**config.mk**
```make
export PLATFORM = sky130hd
export DESIGN_NAME = alu_pipe
export DESIGN_NICKNAME = d
export VERILOG_FILES = /design/src/rtl/alu_pipe.sv
export SDC_FILE = /design/constraint.sdc
export NUM_CORES = 1
export LEC_CHECK = 0
export CAP_MARGIN = 15
export CORE_MARGIN = 2
export CORE_UTILIZATION = 35
export CTS_BUF_LIST = sky130_fd_sc_hd__clkbuf_4 sky130_fd_sc_hd__clkbuf_8 sky130_fd_sc_hd__clkbuf_16
export CTS_CLUSTER_SIZE = 20
export DETAILED_ROUTE_END_ITERATION = 7
export PLACE_DENSITY = 0.55
export SETUP_SLACK_MARGIN = 0.1
export SYNTH_ARGS = -nofsm -noshare
export SYNTH_HDL_FRONTEND = slang
export SYNTH_SLANG_ARGS = --single-unit
export TNS_END_PERCENT = 5
```
**constraint.sdc**
```tcl
create_clock -name clk_in -period 6 [get_ports clk_in]
set_input_delay 1.8 -clock clk_in [delete_from_list [all_inputs] [get_ports clk_in]]
set_output_delay 1.8 -clock clk_in [all_outputs]
set_load 0.02 [all_outputs]
```
**src/rtl/alu_pipe.sv**
```systemverilog
// Registered, handshaked RV32I integer execution unit (RS -> CDB) with flush and global pause.
// Define ALU_MUL_EN to add the iterative radix-2 multiplier for MUL/MULH/MULHSU/MULHU.
module alu_pipe #(
  parameter int XLEN  = 32,
  parameter int ROB_W = 4,
  parameter int OP_W  = 6
) (
  input  logic             clk_in,
  input  logic             rst_in,
  input  logic             rdy_in,
  input  logic             clr_in,
  input  logic             in_valid,
  output logic             in_ready,
  input  logic [OP_W-1:0]  in_op,
  input  logic [XLEN-1:0]  in_val1,
  input  logic [XLEN-1:0]  in_val2,
  input  logic [ROB_W-1:0] in_rob,
  output logic             out_valid,
  input  logic             out_ready,
  output logic [XLEN-1:0]  out_ans,
  output logic [ROB_W-1:0] out_rob,
  output logic [OP_W-1:0]  out_op
);

  localparam int SH_W = $clog2(XLEN);

  // Opcode encodings mirror defines.v.
  localparam logic [OP_W-1:0] OP_ADD   = OP_W'(1);
  localparam logic [OP_W-1:0] OP_SUB   = OP_W'(2);
  localparam logic [OP_W-1:0] OP_SLL   = OP_W'(3);
  localparam logic [OP_W-1:0] OP_SLT   = OP_W'(4);
  localparam logic [OP_W-1:0] OP_SLTU  = OP_W'(5);
  localparam logic [OP_W-1:0] OP_XOR   = OP_W'(6);
  localparam logic [OP_W-1:0] OP_SRL   = OP_W'(7);
  localparam logic [OP_W-1:0] OP_SRA   = OP_W'(8);
  localparam logic [OP_W-1:0] OP_OR    = OP_W'(9);
  localparam logic [OP_W-1:0] OP_AND   = OP_W'(10);
  localparam logic [OP_W-1:0] OP_ADDI  = OP_W'(11);
  localparam logic [OP_W-1:0] OP_SLTI  = OP_W'(12);
  localparam logic [OP_W-1:0] OP_SLTIU = OP_W'(13);
  localparam logic [OP_W-1:0] OP_XORI  = OP_W'(14);
  localparam logic [OP_W-1:0] OP_ORI   = OP_W'(15);
  localparam logic [OP_W-1:0] OP_ANDI  = OP_W'(16);
  localparam logic [OP_W-1:0] OP_SLLI  = OP_W'(17);
  localparam logic [OP_W-1:0] OP_SRLI  = OP_W'(18);
  localparam logic [OP_W-1:0] OP_SRAI  = OP_W'(19);
  localparam logic [OP_W-1:0] OP_JALR  = OP_W'(20);
  localparam logic [OP_W-1:0] OP_BEQ   = OP_W'(21);
  localparam logic [OP_W-1:0] OP_BNE   = OP_W'(22);
  localparam logic [OP_W-1:0] OP_BLT   = OP_W'(23);
  localparam logic [OP_W-1:0] OP_BGE   = OP_W'(24);
  localparam logic [OP_W-1:0] OP_BLTU  = OP_W'(25);
  localparam logic [OP_W-1:0] OP_BGEU  = OP_W'(26);

  logic             out_valid_q, out_valid_d;
  logic [XLEN-1:0]  out_ans_q, out_ans_d;
  logic [ROB_W-1:0] out_rob_q, out_rob_d;
  logic [OP_W-1:0]  out_op_q, out_op_d;

  logic [SH_W-1:0]  shamt;
  logic [XLEN-1:0]  alu_ans;
  logic             idle;
  logic             accept;

  assign shamt = in_val2[SH_W-1:0];

  always_comb begin
    alu_ans = '0;
    case (in_op)
      OP_ADD, OP_ADDI, OP_JALR: alu_ans = in_val1 + in_val2;
      OP_SUB:                   alu_ans = in_val1 - in_val2;
      OP_XOR, OP_XORI:          alu_ans = in_val1 ^ in_val2;
      OP_OR, OP_ORI:            alu_ans = in_val1 | in_val2;
      OP_AND, OP_ANDI:          alu_ans = in_val1 & in_val2;
      OP_SLL, OP_SLLI:          alu_ans = in_val1 << shamt;
      OP_SRL, OP_SRLI:          alu_ans = in_val1 >> shamt;
      OP_SRA, OP_SRAI:          alu_ans = $unsigned($signed(in_val1) >>> shamt);
      OP_SLT, OP_SLTI, OP_BLT:  alu_ans = XLEN'($signed(in_val1) < $signed(in_val2));
      OP_SLTU, OP_SLTIU, OP_BLTU: alu_ans = XLEN'(in_val1 < in_val2);
      OP_BEQ:                   alu_ans = XLEN'(in_val1 == in_val2);
      OP_BNE:                   alu_ans = XLEN'(in_val1 != in_val2);
      OP_BGE:                   alu_ans = XLEN'(!($signed(in_val1) < $signed(in_val2)));
      OP_BGEU:                  alu_ans = XLEN'(!(in_val1 < in_val2));
      default:                  alu_ans = '0;
    endcase
  end

`ifdef ALU_MUL_EN
  localparam logic [OP_W-1:0] OP_MUL    = OP_W'(27);
  localparam logic [OP_W-1:0] OP_MULH   = OP_W'(28);
  localparam logic [OP_W-1:0] OP_MULHSU = OP_W'(29);
  localparam logic [OP_W-1:0] OP_MULHU  = OP_W'(30);

  localparam logic [0:0]    S_IDLE    = 1'b0;
  localparam logic [0:0]    S_MUL     = 1'b1;
  localparam logic [SH_W:0] MUL_ITERS = (SH_W+1)'(XLEN);

  logic [0:0]       state_q, state_d;
  logic [SH_W:0]    cnt_q, cnt_d;
  logic [2*XLEN-1:0] mcand_q, mcand_d;
  logic [XLEN-1:0]  mplier_q, mplier_d;
  logic [2*XLEN-1:0] acc_q, acc_d;
  logic             neg_q, neg_d;
  logic [OP_W-1:0]  mop_q, mop_d;
  logic [ROB_W-1:0] mrob_q, mrob_d;

  logic             is_mul_op;
  logic             sgn1, sgn2;
  logic [XLEN-1:0]  mag1, mag2;
  logic [2*XLEN-1:0] prod;
  logic [XLEN-1:0]  mul_ans;

  assign is_mul_op = (in_op == OP_MUL) || (in_op == OP_MULH) ||
                     (in_op == OP_MULHSU) || (in_op == OP_MULHU);
  assign sgn1 = ((in_op == OP_MUL) || (in_op == OP_MULH) || (in_op == OP_MULHSU)) && in_val1[XLEN-1];
  assign sgn2 = ((in_op == OP_MUL) || (in_op == OP_MULH)) && in_val2[XLEN-1];
  assign mag1 = sgn1 ? (-in_val1) : in_val1;
  assign mag2 = sgn2 ? (-in_val2) : in_val2;
  assign prod = neg_q ? (-acc_q) : acc_q;
  assign mul_ans = (mop_q == OP_MUL) ? prod[XLEN-1:0] : prod[2*XLEN-1:XLEN];
  assign idle = (state_q == S_IDLE);
`else
  assign idle = 1'b1;
`endif

  assign in_ready = rst_in && rdy_in && !clr_in && idle && (!out_valid_q || out_ready);
  assign accept   = in_valid && in_ready;

  always_comb begin
    out_valid_d = out_valid_q;
    out_ans_d   = out_ans_q;
    out_rob_d   = out_rob_q;
    out_op_d    = out_op_q;
`ifdef ALU_MUL_EN
    state_d  = state_q;
    cnt_d    = cnt_q;
    mcand_d  = mcand_q;
    mplier_d = mplier_q;
    acc_d    = acc_q;
    neg_d    = neg_q;
    mop_d    = mop_q;
    mrob_d   = mrob_q;
`endif
    if (clr_in) begin
      out_valid_d = 1'b0;
`ifdef ALU_MUL_EN
      state_d  = S_IDLE;
      cnt_d    = '0;
      mcand_d  = '0;
      mplier_d = '0;
      acc_d    = '0;
      neg_d    = 1'b0;
`endif
    end else if (rdy_in) begin
      if (out_valid_q && out_ready) out_valid_d = 1'b0;
`ifdef ALU_MUL_EN
      if (accept && is_mul_op) begin
        state_d  = S_MUL;
        cnt_d    = '0;
        mcand_d  = {{XLEN{1'b0}}, mag1};
        mplier_d = mag2;
        acc_d    = '0;
        neg_d    = sgn1 ^ sgn2;
        mop_d    = in_op;
        mrob_d   = in_rob;
      end else if (accept) begin
        out_valid_d = 1'b1;
        out_ans_d   = alu_ans;
        out_rob_d   = in_rob;
        out_op_d    = in_op;
      end else if (state_q == S_MUL) begin
        // One extra edge after the last iteration applies the sign and publishes.
        if (cnt_q == MUL_ITERS) begin
          out_valid_d = 1'b1;
          out_ans_d   = mul_ans;
          out_rob_d   = mrob_q;
          out_op_d    = mop_q;
          state_d     = S_IDLE;
        end else begin
          if (mplier_q[0]) acc_d = acc_q + mcand_q;
          mcand_d  = mcand_q << 1;
          mplier_d = mplier_q >> 1;
          cnt_d    = cnt_q + 1'b1;
        end
      end
`else
      if (accept) begin
        out_valid_d = 1'b1;
        out_ans_d   = alu_ans;
        out_rob_d   = in_rob;
        out_op_d    = in_op;
      end
`endif
    end
  end

  always_ff @(posedge clk_in) begin
    if (!rst_in) begin
      out_valid_q <= 1'b0;
      out_ans_q   <= '0;
      out_rob_q   <= '0;
      out_op_q    <= '0;
`ifdef ALU_MUL_EN
      state_q  <= S_IDLE;
      cnt_q    <= '0;
      mcand_q  <= '0;
      mplier_q <= '0;
      acc_q    <= '0;
      neg_q    <= 1'b0;
      mop_q    <= '0;
      mrob_q   <= '0;
`endif
    end else begin
      out_valid_q <= out_valid_d;
      out_ans_q   <= out_ans_d;
      out_rob_q   <= out_rob_d;
      out_op_q    <= out_op_d;
`ifdef ALU_MUL_EN
      state_q  <= state_d;
      cnt_q    <= cnt_d;
      mcand_q  <= mcand_d;
      mplier_q <= mplier_d;
      acc_q    <= acc_d;
      neg_q    <= neg_d;
      mop_q    <= mop_d;
      mrob_q   <= mrob_d;
`endif
    end
  end

  assign out_valid = out_valid_q;
  assign out_ans   = out_ans_q;
  assign out_rob   = out_rob_q;
  assign out_op    = out_op_q;

endmodule
```
==> summary.md, run 1 <==
| Metric | Value |
|---|---|
| GRT Overall Usage | `33.26%` |
| Number of synthesized flops with an enable pin | `0` |
| Placeable Area | `29640 µm²` |
| CP required | `a little over 6 ns` |
| FMAX | `186.5 MHz` |
| Crit. End Element | `flop` |
| Gr ovfl total | `0` |
| RD Place Congestion | `1.012` |
| Warning count from the yosys run | `0` |
| Period utilisation layout | `89.38%` |
| Seq/Total Area, Yosys | `8.154%` |
| Initial antenna violation count | `0` |
| Die Area | `around 32000 µm²` |
| Largest net degree at the start of global routing | `89` |
| Syn nets | `1704` |
| Starting density of the core | `between 30 and 40%` |
| Clock transition at path regs | `0.07 ns` |
| First-pass GRT wire length | `78.27 mm` |
| Outcome | `finished clean` |
| Detailed router's first-iteration violation count | `1551` |
| Port Buf Inserts | `roughly 120` |
| Hold Path Class | `reg2reg` |
| Chip width | `approximately 180 µm` |
| CTS tree | `yes` |
| Max cap viols | `0` |
| Fin nets | `roughly 1800` |
| Setup violators final | `0` |
| Fin area | `12640 µm²` |
| CTS sink cnt | `43` |
| Peak supply drop | `0.1015 mV` |
| Crit Reg-Reg Startpoint | `out_valid$_SDFFE_PP0P_` |
| Clk_skew | `0.01337 ns` |
| Worst-path fanout max | `5` |
| Unrepaired setup endpoints after global routing | `false` |
| Placed Cells | `1996` |
| Avg Inst Size Synth | `6.955 µm²` |
| Total CTS buffers | `5` |
| Final min period | `around 5.4 ns` |
| Async set or reset register ratio after synthesis | `0%` |
| Layout cell share with drive strength beyond 1 | `10.41%` |
| Reg2Reg Capture Point | `out_ans[31]$_SDFFE_PN0P_` |
| WS Path Type | `in2reg` |
| Hold-critical path depth | `2` |
| Most frequent cells in the layout | `168 x nor2_1, 163 x nand2_1, 126 x a21oi_1` |
| Die Y-Extent | `around 180 µm` |
| Via count | `~13000` |
| Leading cell type in the layout, fill and taps excluded | `nor2_1` |
| Antenna cell count | `0` |
| Vias in the first global route | `12040` |
| Distinct cell type count of the synthesized netlist | `87` |
| Via-to-Cell Ratio | `6.398` |
| Pre-Repair DR Iteration Count | `6` |
| Root Buffer | `clkbuf_16` |
| I/O pins | `around 120` |
| Worst min-delay path endpoint | `out_ans[5]$_SDFFE_PN0P_` |
| Worst-skew pair later-pin latency | `slightly above 0.3 ns` |
| Placed inst area | `approximately 12000 µm²` |
| H-tree depth | `2` |
| PwrDens | `about 120 nW/µm²` |
| Syn-to-layout area delta | `19.76%` |
| Leak | `0.005140 µW` |
| CP Launch Type | `primary input` |
| Overall routed net length | `about 54 mm` |
| Worst Tran Pin Value | `1.027 ns` |
| Setup_tns | `0 ns` |
| Design Power | `approximately 1600 µW` |
| HPWL after DPL | `41.79 mm` |
| Post-Layout Cell Count | `2004` |
| Fin. Hold Viols | `0` |
| Final antenna-violating net count | `0` |
| Synth Cell Area | `10560 µm²` |
| Residual DRC | `0` |
| Worst Path Arrival | `5.51 ns` |
| Final hold slack | `0.4616 ns` |
| Synthesized instance count | `around 1500` |
| Flop2flop setup slack | `2.88 ns` |
| Max clock buf depth | `2` |
| Hold_buf cts | `0` |
| Synth Register Bits | `43` |
| Reg2Reg Depth | `9` |
| Max-slew violations | `0` |
| Worst slew margin | `a little under a third` |
| Postcts setup bufs | `0` |
| Most used DFF post-synth | `dfxtp_1` |
| Hold path start | `out_ans[5]$_SDFFE_PN0P_` |
| WL per Instance | `26.71 µm` |
| CTS resizes | `0` |
| Rows | `63` |
cell type report:
class                           count  area [µm²]
Fill cell                        3147       17000
Tap cell                          390       488.0
Timing Repair Buffer              208        1942
Clock inverter                      3       23.77
Sequential cell                    43       860.8
Multi-Input combinational cell   1252        8817
Inverter                          103       386.6
Clock buffer                        5       125.1
cells in the mapped netlist, types with 5 or more instances:
library cell | instances | share of area [%]
nor2_1 | 170 | 6.0
nand2_1 | 163 | 5.8
a21oi_1 | 126 | 6.0
o21ai_0 | 125 | 5.9
ha_1 | 104 | 12
inv_1 | 98 | 3.5
clkbuf_1 | 77 | 2.7
mux2i_1 | 50 | 4.7
dfxtp_1 | 43 | 8.2
nor3_1 | 39 | 1.8
mux4_2 | 38 | 8.1
a221oi_1 | 36 | 3.0
buf_2 | 29 | 1.4
a211oi_1 | 27 | 1.9
o211ai_1 | 23 | 1.6
a21boi_0 | 19 | 1.4
nand3_1 | 18 | 0.85
a21o_1 | 17 | 1.2
o21bai_1 | 15 | 1.1
o22ai_1 | 15 | 0.89
a31oi_1 | 14 | 0.83
nor2b_1 | 13 | 0.77
nand4_1 | 12 | 0.71
nand2b_1 | 11 | 0.65
nor4_1 | 11 | 0.65
a2111oi_0 | 10 | 0.83
a22o_1 | 10 | 0.83
o221ai_1 | 10 | 0.83
o31ai_1 | 10 | 0.71
a221o_1 | 9 | 0.85
and2_1 | 9 | 0.53
o21a_1 | 9 | 0.64
and3_1 | 8 | 0.47
buf_1 | 8 | 0.28
o2111ai_1 | 8 | 0.66
a211o_1 | 7 | 0.58
a311oi_1 | 7 | 0.58
mux2_2 | 7 | 0.75
a22oi_1 | 6 | 0.43
nor3b_1 | 6 | 0.43
o32ai_1 | 6 | 0.50
or3_1 | 6 | 0.36
or4_1 | 5 | 0.36
how the worst max path moves through the flow:
stage | slack [ns] | to | cells after the start | from
global placement | 0.50 | out_ans[29]$_SDFFE_PN0P_ | 13 | in_val1[9]
floorplan | 0.94 | out_ans[18]$_SDFFE_PN0P_ | 14 | in_val2[2]
CTS | 0.71 | out_ans[30]$_SDFFE_PN0P_ | 14 | in_val1[0]
global route | 0.40 | out_ans[30]$_SDFFE_PN0P_ | 14 | in_val1[0]
finish | 0.64 | out_ans[30]$_SDFFE_PN0P_ | 14 | in_val1[0]
detailed placement | 0.42 | out_ans[30]$_SDFFE_PN0P_ | 14 | in_val1[0]
critical path: stages:
cell	delay (ns)
clkdlybuf4s50_1	0.49
buf_4	0.14
ha_1	0.22
fa_1	0.23
a21o_1	0.15
nand4_1	0.26
a2111oi_0	0.46
or3_1	0.25
o221ai_1	0.13
buf_4	0.17
o311ai_0	0.56
nor4_1	0.10
a2111oi_0	0.39
a32oi_1	0.15
state kept, by name (all words and copies together) (netlist names):
register,flops
out_rob,4
out_ans,32
out_valid,1
out_op,6
stage by stage:
stage / utilization, % / setup WS, ns
after floorplan: - / 0.9382
after global placement: 42.16 / 0.4960
after detailed placement: 42.16 / 0.4205
after CTS: 42.66 / 0.7080
after global routing: 42.66 / 0.3960
final: 42.66 / 0.6374
kinds of logic after synthesis:
family	after synthesis	synth area share, %
multiplexers	95	13.59
buffers and inverters	223	8.557
AND/OR/NAND/NOR	493	21.31
flip-flops	43	8.154
AO/OA/AOI/OAI	553	35.27
XOR/XNOR	5	0.4148
adder cells (fa/ha/maj)	106	12.70
where the power goes:
part	switching, µW	total [µW]	internal [µW]
clock	148	305	157
sequential	2.85	293	290
combinational	604	962	358
layer usage:
metal / track usage [%] / up-vias / routed length [µm]
met4: 17.49 / 0 / 3292
met2: 54.22 / 715 / 24330
met3: 3.599 / 131 / 3807
li1: - / 5843 / -
met1: 43.14 / 6133 / 22100
met5: 0 / - / 0
Note: power is estimated with default switching activity, not from simulation.
==> run 2: changes to the inputs <==
--- a/config.mk
+++ b/config.mk
@@ -6,12 +6,14 @@
 export NUM_CORES = 1
 export LEC_CHECK = 0
 export CAP_MARGIN = 15
+export CELL_PAD_IN_SITES_DETAIL_PLACEMENT = 1
+export CELL_PAD_IN_SITES_GLOBAL_PLACEMENT = 2
 export CORE_MARGIN = 2
-export CORE_UTILIZATION = 35
+export CORE_UTILIZATION = 33
 export CTS_BUF_LIST = sky130_fd_sc_hd__clkbuf_4 sky130_fd_sc_hd__clkbuf_8 sky130_fd_sc_hd__clkbuf_16
 export CTS_CLUSTER_SIZE = 20
 export DETAILED_ROUTE_END_ITERATION = 7
-export PLACE_DENSITY = 0.55
+export PLACE_DENSITY_LB_ADDON = 0.1
 export SETUP_SLACK_MARGIN = 0.1
 export SYNTH_ARGS = -nofsm -noshare
 export SYNTH_HDL_FRONTEND = slang
==> constraint.sdc (replaced) <==
create_clock -name clk_in -period 6 [get_ports clk_in]
set_input_delay 1.8 -clock clk_in [delete_from_list [all_inputs] [get_ports clk_in]]
set_output_delay 1.8 -clock clk_in [all_outputs]
set_load 0.05 [all_outputs]
==> run 2 against run 1 <==
Routed wire length up 13%. Register-to-register slack better by 0.15 ns. Global-route usage up 2.6 points. Via count up 3.1%. Sequential share of layout area down 0.077 points. Non-clock buffer count up 15. Total power up 11%.
==> summary.md, run 2 (synthesis results as in run 1) <==
| Metric | Value |
|---|---|
| RD Place Congestion | `0.9635 (-4.7%)` |
| Unrepaired setup endpoints after global routing | `false` |
| Via-to-Cell Ratio | `6.501 (+1.6%)` |
| Setup violators final | `0 (unchanged)` |
| Root Buffer | `clkbuf_16` |
| H-tree depth | `2 (unchanged)` |
| CTS resizes | `0 (unchanged)` |
| Pre-Repair DR Iteration Count | `5 (-1)` |
| Crit Reg-Reg Startpoint | `out_valid$_SDFFE_PP0P_` |
| Largest register FFs | `32 (unchanged)` |
| Placeable Area | `31560 µm² (+6.5%)` |
| Clk_skew | `0.009352 ns (-0.004019 ns)` |
| Clock transition at path regs | `0.09 ns (+0.02 ns)` |
| CTS tree | `yes` |
| PwrDens | `134.9 nW/µm² (+9.5%)` |
| Fin. Hold Viols | `0 (unchanged)` |
| DR top layer | `met5` |
| Period utilisation layout | `91.84% (+2.5 points)` |
| Worst-path fanout max | `12 (+7)` |
| Initial antenna violation count | `1 (+1)` |
| Final hold slack | `0.4646 ns (+0.002983 ns)` |
| Residual DRC | `0 (unchanged)` |
| Worst slew margin | `39.91% (+8.4 points)` |
| Gr ovfl total | `0 (unchanged)` |
| Via count | `13220 (+3.1%)` |
| Max clock buf depth | `2 (unchanged)` |
| FMAX | `181.5 MHz (-2.7%)` |
| CP Launch Type | `primary input` |
| Hold path start | `out_op[0]$_SDFFE_PN0P_` |
| Worst-skew pair later-pin latency | `0.34 ns (+0.03 ns)` |
| Fin area | `12790 µm² (+1.1%)` |
| Outcome | `finished clean` |
| Peak supply drop | `0.1103 mV (+8.6%)` |
| Hold Path Class | `reg2reg` |
| Hold-critical path depth | `2 (unchanged)` |
| Reg2Reg Depth | `9 (unchanged)` |
| Layout cell share with drive strength beyond 1 | `11.36% (+0.95 points)` |
| Largest net degree at the start of global routing | `82 (-7.9%)` |
| Starting density of the core | `33.46% (-2.2 points)` |
| Worst Path Arrival | `5.71 ns (+0.20 ns)` |
| Worst min-delay path endpoint | `out_op[0]$_SDFFE_PN0P_` |
| Metal1 wirelength | `27.48 mm (+24%)` |
| WS Path Type | `in2reg` |
| Chip width | `182.9 µm (+2.9%)` |
| I/O pins | `124 (unchanged)` |
| Final min period | `5.510 ns (+0.1478 ns)` |
| Hold_buf cts | `0 (unchanged)` |
| GRT Overall Usage | `35.88% (+2.6 points)` |
| Placed inst area | `12590 µm² (+0.76%)` |
| Total CTS buffers | `5 (unchanged)` |
| CP required | `6.20 ns (+0.05 ns)` |
| Fin nets | `1814 (+0.83%)` |
| Die Y-Extent | `182.9 µm (+2.9%)` |
| Postcts setup bufs | `0 (unchanged)` |
| Crit. End Element | `flop` |
| Port Buf Inserts | `123 (unchanged)` |
| Design Power | `1726 µW (+11%)` |
| Leading cell type in the layout, fill and taps excluded | `nor2_1` |
| Worst Tran Pin Value | `0.8919 ns (-0.1347 ns)` |
| Final antenna-violating net count | `0 (unchanged)` |
| Most frequent cells in the layout | `168 x nor2_1, 163 x nand2_1, 126 x a21oi_1` |
| Setup_tns | `0 ns (unchanged)` |
| CTS sink cnt | `43 (unchanged)` |
| Reg2Reg Capture Point | `out_ans[31]$_SDFFE_PN0P_` |
| Rows | `65 (+3.2%)` |
| Vias in the first global route | `13010 (+8.0%)` |
| First-pass GRT wire length | `89.04 mm (+14%)` |
| WL per Instance | `29.84 µm (+12%)` |
| Detailed router's first-iteration violation count | `1549 (-0.13%)` |
| HPWL after DPL | `47.71 mm (+14%)` |
| Syn-to-layout area delta | `21.12%` |
| Flop2flop setup slack | `3.03 ns (+0.15 ns)` |
| Max cap viols | `0 (unchanged)` |
| Overall routed net length | `60.66 mm (+13%)` |
| Max-slew violations | `0 (unchanged)` |
| Leak | `0.005222 µW (+1.6%)` |
| Met3 routed WL | `5.203 mm (+37%)` |
| Die Area | `33440 µm² (+5.9%)` |
| Met2 wire len | `25.81 mm (+6.1%)` |
-- run 2: cell type report --
type	count	area (µm²)
clock inverter	3	67.56
multi-input combinational	1252	8817
clock buffer	5	125.1
inverter	103	386.6
timing repair buffer	223	2022
tap	402	503.0
antenna	2	5.005
sequential	43	860.8
fill	3968	18770
-- run 2: where the power goes --
group	leakage [µW]	internal, µW	switching [µW]
Combinational	0.00478	364	645
Sequential	0.000347	290	3.10
Clock	0.0000900	241	183
Total	0.00522	895	831
-- run 2: per-stage QoR --
stage / instances / setup slack (ns) / util (%)
final: 2033 / 0.4896 / 40.52
after global placement: 2023 / 0.1969 / 39.90
after floorplan: 1518 / 0.9382 / -
after detailed placement: 2023 / 0.2450 / 39.90
after CTS: 2031 / 0.5948 / 40.51
after global routing: 2031 / 0.2791 / 40.51
-- run 2: worst max-delay path: stages --
cell,delay (ns)
clkdlybuf4s50_1,0.48
inv_1,0.05
ha_1,0.44
or3_1,0.44
nor4_1,0.63
a21boi_1,0.45
or3_1,0.21
a21boi_0,0.19
o21ba_2,0.28
a221o_1,0.35
a221oi_1,0.25
o21ai_0,0.13
-- run 2: how the worst max path moves through the flow --
stage,slack [ns],start,depth (start not counted),endpoint
floorplan,0.94,in_val2[2],14,out_ans[18]$_SDFFE_PN0P_
global placement,0.20,in_val1[1],13,out_ans[29]$_SDFFE_PN0P_
detailed placement,0.25,in_val1[14],14,out_ans[0]$_SDFFE_PN0P_
CTS,0.59,in_val1[1],13,out_ans[29]$_SDFFE_PN0P_
global route,0.28,in_val1[1],13,out_ans[29]$_SDFFE_PN0P_
finish,0.49,in_val1[8],12,out_ans[17]$_SDFFE_PN0P_
-- run 2: per-layer routing --
| layer | global-route usage (%) | up-vias |
|---|---|---|
| li1 | - | 5876 |
| met2 | 54.34 | 670 |
| met5 | 0 | - |
| met4 | 12.29 | 2 |
| met3 | 6.394 | 108 |
| met1 | 51.08 | 6561 |
